--- config.mk ---
export PLATFORM = sky130hd
export DESIGN_NAME = dmem_store_responder
export DESIGN_NICKNAME = d
export VERILOG_FILES = /design/src/rtl/dmem_store_responder.sv
export SDC_FILE = /design/constraint.sdc
export NUM_CORES = 2
export LEC_CHECK = 0
export CORE_MARGIN = 2
export CORE_UTILIZATION = 50
export DETAILED_ROUTE_END_ITERATION = 10
export GPL_ROUTABILITY_DRIVEN = 0
export PLACE_DENSITY_LB_ADDON = 0.2
export SLEW_MARGIN = 25
export SYNTH_ARGS = -nofsm -noshare
export SYNTH_HDL_FRONTEND = slang
export SYNTH_SLANG_ARGS = --single-unit
export TNS_END_PERCENT = 50
--- constraint.sdc ---
create_clock -name clock -period 4 [get_ports clock]
set_input_delay 0.6 -clock clock [delete_from_list [all_inputs] [get_ports clock]]
set_output_delay 0.6 -clock clock [all_outputs]
set_load 0.02 [all_outputs]
--- src/rtl/dmem_store_responder.sv ---
`default_nettype none
// ============================================================================
// Module   : dmem_store_responder
// Purpose  : Word-addressed data RAM on the datapath store port. It contains a
//            pass/fail store checker and a 4-entry trace FIFO of accepted stores.
// Revision : 1.0 - initial release
// ============================================================================
module dmem_store_responder #(
  parameter logic [31:0] BASE_ADDR   = 32'h10000000,
  parameter int          DEPTH       = 64,
  parameter logic [31:0] EXPECT_ADDR = 32'h10000054,
  parameter logic [31:0] EXPECT_DATA = 32'd64,
  parameter logic [31:0] IGNORE_ADDR = 32'h10000008,
  parameter int          TIMEOUT     = 1024
) (
  input  logic        clock,
  input  logic        clear,
  input  logic        memwrite,
  input  logic [31:0] dataadr,
  input  logic [31:0] writedata,
  output logic [31:0] readdata,
  output logic        done,
  output logic        pass,
  output logic        timeout,
  output logic        addr_err,
  output logic [15:0] store_count,
  output logic        trace_valid,
  input  logic        trace_ready,
  output logic [31:0] trace_addr,
  output logic [31:0] trace_data,
  output logic        trace_ovf
);

  localparam int          c_aw      = $clog2(DEPTH);
  localparam logic [31:0] c_span    = 32'(4 * DEPTH);
  localparam logic [31:0] c_timeout = 32'(TIMEOUT);

  typedef enum logic [1:0] {
    ST_RUN  = 2'd0,
    ST_PASS = 2'd1,
    ST_FAIL = 2'd2
  } state_t;

  state_t            r_state;
  logic [31:0]       r_cycles;
  logic [31:0]       r_mem [DEPTH];
  logic [31:0]       r_faddr [4];
  logic [31:0]       r_fdata [4];
  logic [1:0]        r_wp;
  logic [1:0]        r_rp;
  logic [2:0]        r_fcnt;

  logic [31:0]       w_off;
  logic              w_inrange;
  logic [c_aw-1:0]   w_idx;
  logic              w_accept;
  logic              w_reject;
  logic              w_pop;
  logic              w_full;
  logic              w_push;
  logic [31:0]       w_cyc_next;

  always_comb begin
    w_off      = dataadr - BASE_ADDR;
    w_inrange  = (dataadr >= BASE_ADDR) && (w_off < c_span) && (dataadr[1:0] == 2'b00);
    w_idx      = w_off[c_aw+1:2];
    w_accept   = memwrite && w_inrange && !clear;
    w_reject   = memwrite && !w_inrange;
    w_pop      = trace_ready && (r_fcnt != 3'd0);
    w_full     = (r_fcnt == 3'd4);
    // A full FIFO still takes a push when the head leaves on the same edge.
    w_push     = w_accept && (!w_full || w_pop);
    w_cyc_next = r_cycles + 32'd1;
  end

  // RAM contents survive clear by design.
  always_ff @(posedge clock) begin
    if (w_accept)
      r_mem[w_idx] <= writedata;
  end

  assign readdata = w_inrange ? r_mem[w_idx] : 32'h0;

  always_ff @(posedge clock) begin
    if (clear)
      store_count <= 16'h0;
    else if (w_accept && (store_count != 16'hFFFF))
      store_count <= store_count + 16'h1;
  end

  always_ff @(posedge clock) begin
    if (clear) begin
      r_state  <= ST_RUN;
      r_cycles <= 32'h0;
      timeout  <= 1'b0;
      addr_err <= 1'b0;
    end else begin
      if (w_reject)
        addr_err <= 1'b1;
      if (r_state == ST_RUN) begin
        r_cycles <= w_cyc_next;
        // Any store that decides the verdict outranks a same-edge timeout.
        if (memwrite && (w_reject || (dataadr != IGNORE_ADDR))) begin
          if (!w_reject && (dataadr == EXPECT_ADDR) && (writedata == EXPECT_DATA))
            r_state <= ST_PASS;
          else
            r_state <= ST_FAIL;
        end else if (w_cyc_next == c_timeout) begin
          r_state <= ST_FAIL;
          timeout <= 1'b1;
        end
      end
    end
  end

  assign done = (r_state != ST_RUN);
  assign pass = (r_state == ST_PASS);

  always_ff @(posedge clock) begin
    if (clear) begin
      r_wp      <= 2'd0;
      r_rp      <= 2'd0;
      r_fcnt    <= 3'd0;
      trace_ovf <= 1'b0;
    end else begin
      if (w_push) begin
        r_faddr[r_wp] <= dataadr;
        r_fdata[r_wp] <= writedata;
        r_wp          <= r_wp + 2'd1;
      end
      if (w_pop)
        r_rp <= r_rp + 2'd1;
      if (w_push && !w_pop)
        r_fcnt <= r_fcnt + 3'd1;
      else if (!w_push && w_pop)
        r_fcnt <= r_fcnt - 3'd1;
      if (w_accept && !w_push)
        trace_ovf <= 1'b1;
    end
  end

  assign trace_valid = (r_fcnt != 3'd0);
  assign trace_addr  = trace_valid ? r_faddr[r_rp] : 32'h0;
  assign trace_data  = trace_valid ? r_fdata[r_rp] : 32'h0;

endmodule
`default_nettype wire

==> metrics.md <==
| Metric | Value |
|---|---|
| Register area share after synthesis | between 70% and 80% |
| Placed cell area | ~100,000 µm² |
| EDFF count, synth | approximately 2,300 |
| Area delta synth->final | 18.7% |
| Design Power | approximately 0.050 W |
| Nets@finish | 4,666 |
| Net switching power | ~0.010 W |
| Utilization after layout | 59.8% |
| Worst EP required | 3400 ps |
| Top_reg_cell synth | edfxtp_1 |
| Cell mode on critical path | mux4_2 |
| Maxcap violations | 0 |
| Largest stage delay on the critical path | 610 ps |
| Post-Synthesis Cell Area | 91,100 µm² |
| Worst slack at placement | -461 ps |
| Minimum clock period | 3940 ps |
| CP arrival | 3340 ps |
| Initial drt markers | 5,723 |
| Hold path cells | 1 |
| Fill cells | approximately 13,000 |
| Asr flop ratio synth | 0% |
| Period Utilization, post-route | 98.6% |
| Die Ht | 431 µm |
| Status | completed |
| DP HPWL | ~140,000 µm |
| Setup crit start kind | flop |
| CTS clock-pin slew for the worst setup and hold paths | 60 ps |
| Syn Nets | 4,009 |
| Final setup margin | 56.3 ps |
| Yosys reg bits | 2,366 |
| HP Start | writedata[3] |
| Worst r2r src | r_cycles[0]$_SDFFE_PP0N_ |
| Synth unique cells | 57 |
| Gr usage total | about a quarter |
| Clk network pwr share | around two fifths |
| Final-report max-slew violation count | 0 |
| Core area | approximately 180,000 µm² |
| Register-to-Register Path Depth | 8 |
| IO Count | approximately 190 |
| Int Power | 0.0396 W |
| Crit-path leading delay family | multiplexers |
| First-pass GRT wire length | approximately 330,000 µm |
| Hold-fix buffers at CTS | 0 |
| RR Endpoint | r_state[1]$_SDFFE_PP0P_ |
| Worst-path cell with the longest stage delay | mux4_2 |
| Seq pwr share | 54.3% |
| # port buffers | 185 |
| Sw Share | 20.9% |
| Lkg Pwr | approximately 34 nW |
| Fin. Hold Viols | 0 |
| Routed vias | 44,400 |
| Syn Area/Cell | between 20 and 25 µm² |
| Num CTS Buffers | 228 |
| Full die area | about 190,000 µm² |
| Post-Synthesis Cells | 3,933 |
| Synth warn | 0 |
| Share of layout cells above drive strength 1 | 33.9% |
| Wirelength per Cell | 32.6 µm |
| Slew headroom | 26.6% |
| Fmax | 254 MHz |
| Pre-antenna DRT Iters | 5 |
| CTS Sinks | around 2,400 |
| PD cells | 463 nW/µm² |
| Clk_lat worst skew | between 800 and 900 ps |
| Initial antenna violation count | 19 |
| Worst Hold Class | in -> reg |
| Worst R2R Setup Slack | roughly 1100 ps |
| Bufs on Longest Clock Path | 3 |
| Skew final | 17.0 ps |
| Pin count of the biggest net entering global routing | 69 |
| Maximum fanout along the worst path | 1 |
| Hold EP | r_mem[32][3]$_DFFE_PP_ |
| Overflow left after global routing | 0 |
| Comb power frac | about 4.7% |
| Drt total wl | 233,000 µm |
| CP cell instances | mux4_2 > mux4_2 > mux4_2 > and2_1 > clkdlybuf4s15_1 |
| Post-route cell area | 108,000 µm² |
| Via/cell ratio | 6.20 |
| Worst path bufs/invs | 1 |
| Htree depth | 4 |
| Initial Util | roughly half |
| Final setup viols | 0 |
| Rows | between 150 and 200 |
| Vias in the first global route | 44,800 |
| Root Driver | clkbuf_16 |
| Max VDD drop | 504 µV |
| Setup crit end kind | output pin |
| Die W | 431 µm |
| TritonCTS clock tree | yes |
| DRT antenna net count | 0 |
| Worst-margin pin slew | 1090 ps |
| Crit Path Class | reg -> out |
| # DRC | 0 |
area by class of cell:
class / instances / area, µm² / share of cell area, %
repair buffers: 634 / 7350 / 6.79
clock buffers: 284 / 5990 / 5.54
inverters: 15 / 56.3 / 0.0520
clock inverters: 141 / 1100 / 1.02
diodes: 6 / 15.0 / 0.0139
multi-input cells: 1345 / 20300 / 18.7
flip-flops and latches: 2366 / 70400 / 65.1
well taps: 2370 / 2970 / 2.74
worst max path at each step:
stage | startpoint | to | slack, ps | depth (start not counted)
after CTS | dataadr[29] | readdata[14] | -30 | 11
after detailed placement | dataadr[10] | readdata[14] | -460 | 10
after global placement | dataadr[10] | readdata[14] | -590 | 10
after global routing | dataadr[2] | readdata[14] | -9 | 11
final | r_mem[14][22]$_DFFE_PP_ | readdata[22] | 60 | 5
after floorplan | dataadr[4] | r_mem[14][0]$_DFFE_PP_ | -200 | 7
per-stage QoR:
| stage | instances | hold slack (ps) | TNS [ps] |
|---|---|---|---|
| floorplan | 3933 | 461 | -197690 |
| finish | 7161 | 83.6 | 0 |
| detailed placement | 6727 | 464 | -6110 |
| global route | 7158 | 38.8 | -9.38 |
| global placement | 6727 | 455 | -7200 |
| CTS | 7154 | 31.6 | -37.6 |
sequential cells by signal (all words and copies together), names as in the netlist, 2 cells and up, named ones only:
register / cells
r_state: 2
r_cycles: 32
r_wp: 2
r_mem: 2048
r_rp: 2
store_count: 16
r_faddr: 128
r_fdata: 128
r_fcnt: 3
worst reg2reg max path, stage by stage, from the launching register on:
cell	delay, ps
dfxtp_1	380
ha_1	250
nand4_1	190
or4_1	690
o21ai_0	220
o2111ai_1	150
a2111oi_0	490
nand4_1	240
o22ai_1	190
placed cells by master, fill, tap and decap left out, types with 25 or more instances in the layout:
cell,count
edfxtp_1,2304
mux4_2,691
buf_4,274
clkbuf_16,230
buf_12,173
clkdlybuf4s50_1,114
and2_1,80
nor2_1,70
nor2_4,64
dfxtp_1,60
clkinv_1,51
clkbuf_1,51
nand2_1,47
clkinv_2,45
mux2i_1,37
buf_2,34
xor2_1,27
nand4_1,25
a21oi_1,25
cell usage after synthesis, types with 18 or more instances:
cell | number | share of area (%)
or3_1 | 20 | 0.14
a21oi_1 | 25 | 0.14
nand2_1 | 47 | 0.19
clkbuf_1 | 90 | 0.37
mux4_2 | 691 | 17
buf_4 | 33 | 0.27
o21ai_0 | 21 | 0.12
mux2i_1 | 39 | 0.43
edfxtp_1 | 2304 | 76
nand4_1 | 25 | 0.17
nor2_1 | 136 | 0.56
and2_1 | 84 | 0.58
nand3_1 | 19 | 0.10
a211oi_1 | 18 | 0.15
xnor2_1 | 19 | 0.18
nor4_1 | 26 | 0.18
dfxtp_1 | 62 | 1.4
nor3_1 | 18 | 0.099
nor2b_1 | 18 | 0.12
xor2_1 | 27 | 0.26
buf_1 | 40 | 0.16
buf_2 | 41 | 0.23
mux2_2 | 20 | 0.25
what timing repair did:
action                     4_1_cts  5_1_grt
pin swaps                        0        2
setup endpoints to repair       30        8
cloned                           2        0
resized for setup               55       16
setup buffers                    0        1
metal layers:
layer  vias to the layer above  share of wire, %  routed length (µm)  global-route usage, %
li1                      18100                 -                   -                      -
met2                      2002                48              113000                   40.2
met3                       312               8.6               20100                   4.67
met1                     23900                40               94300                   36.3
met4                         4               2.6                6130                   6.98
met5                         -            0.0099                  23                      0
kinds of logic (layout without fill, tap and decap cells):
kind of cell | Yosys count | after routing | share of synthesized area (%)
other cells | 0 | 6 | 0
fa+ha+maj | 8 | 8 | 0.118
simple gates | 429 | 429 | 2.44
xor+xnor | 46 | 46 | 0.442
flops | 2366 | 2366 | 77.3
buf+inv | 222 | 1074 | 1.13
compound gates | 112 | 112 | 0.828
mux | 750 | 750 | 17.8
power by group through the flow:
stage	registers, W	clock network (W)	logic [W]
after global routing	0.0272	0.0218	0.00245
after detailed placement	0.0277	0	0.00232
after CTS	0.0272	0.0208	0.00235
final	0.0272	0.0205	0.00233
after global placement	0.0277	0	0.00229
after floorplan	0.0277	0	0.00110
Note: power is estimated with default switching activity, not from simulation.
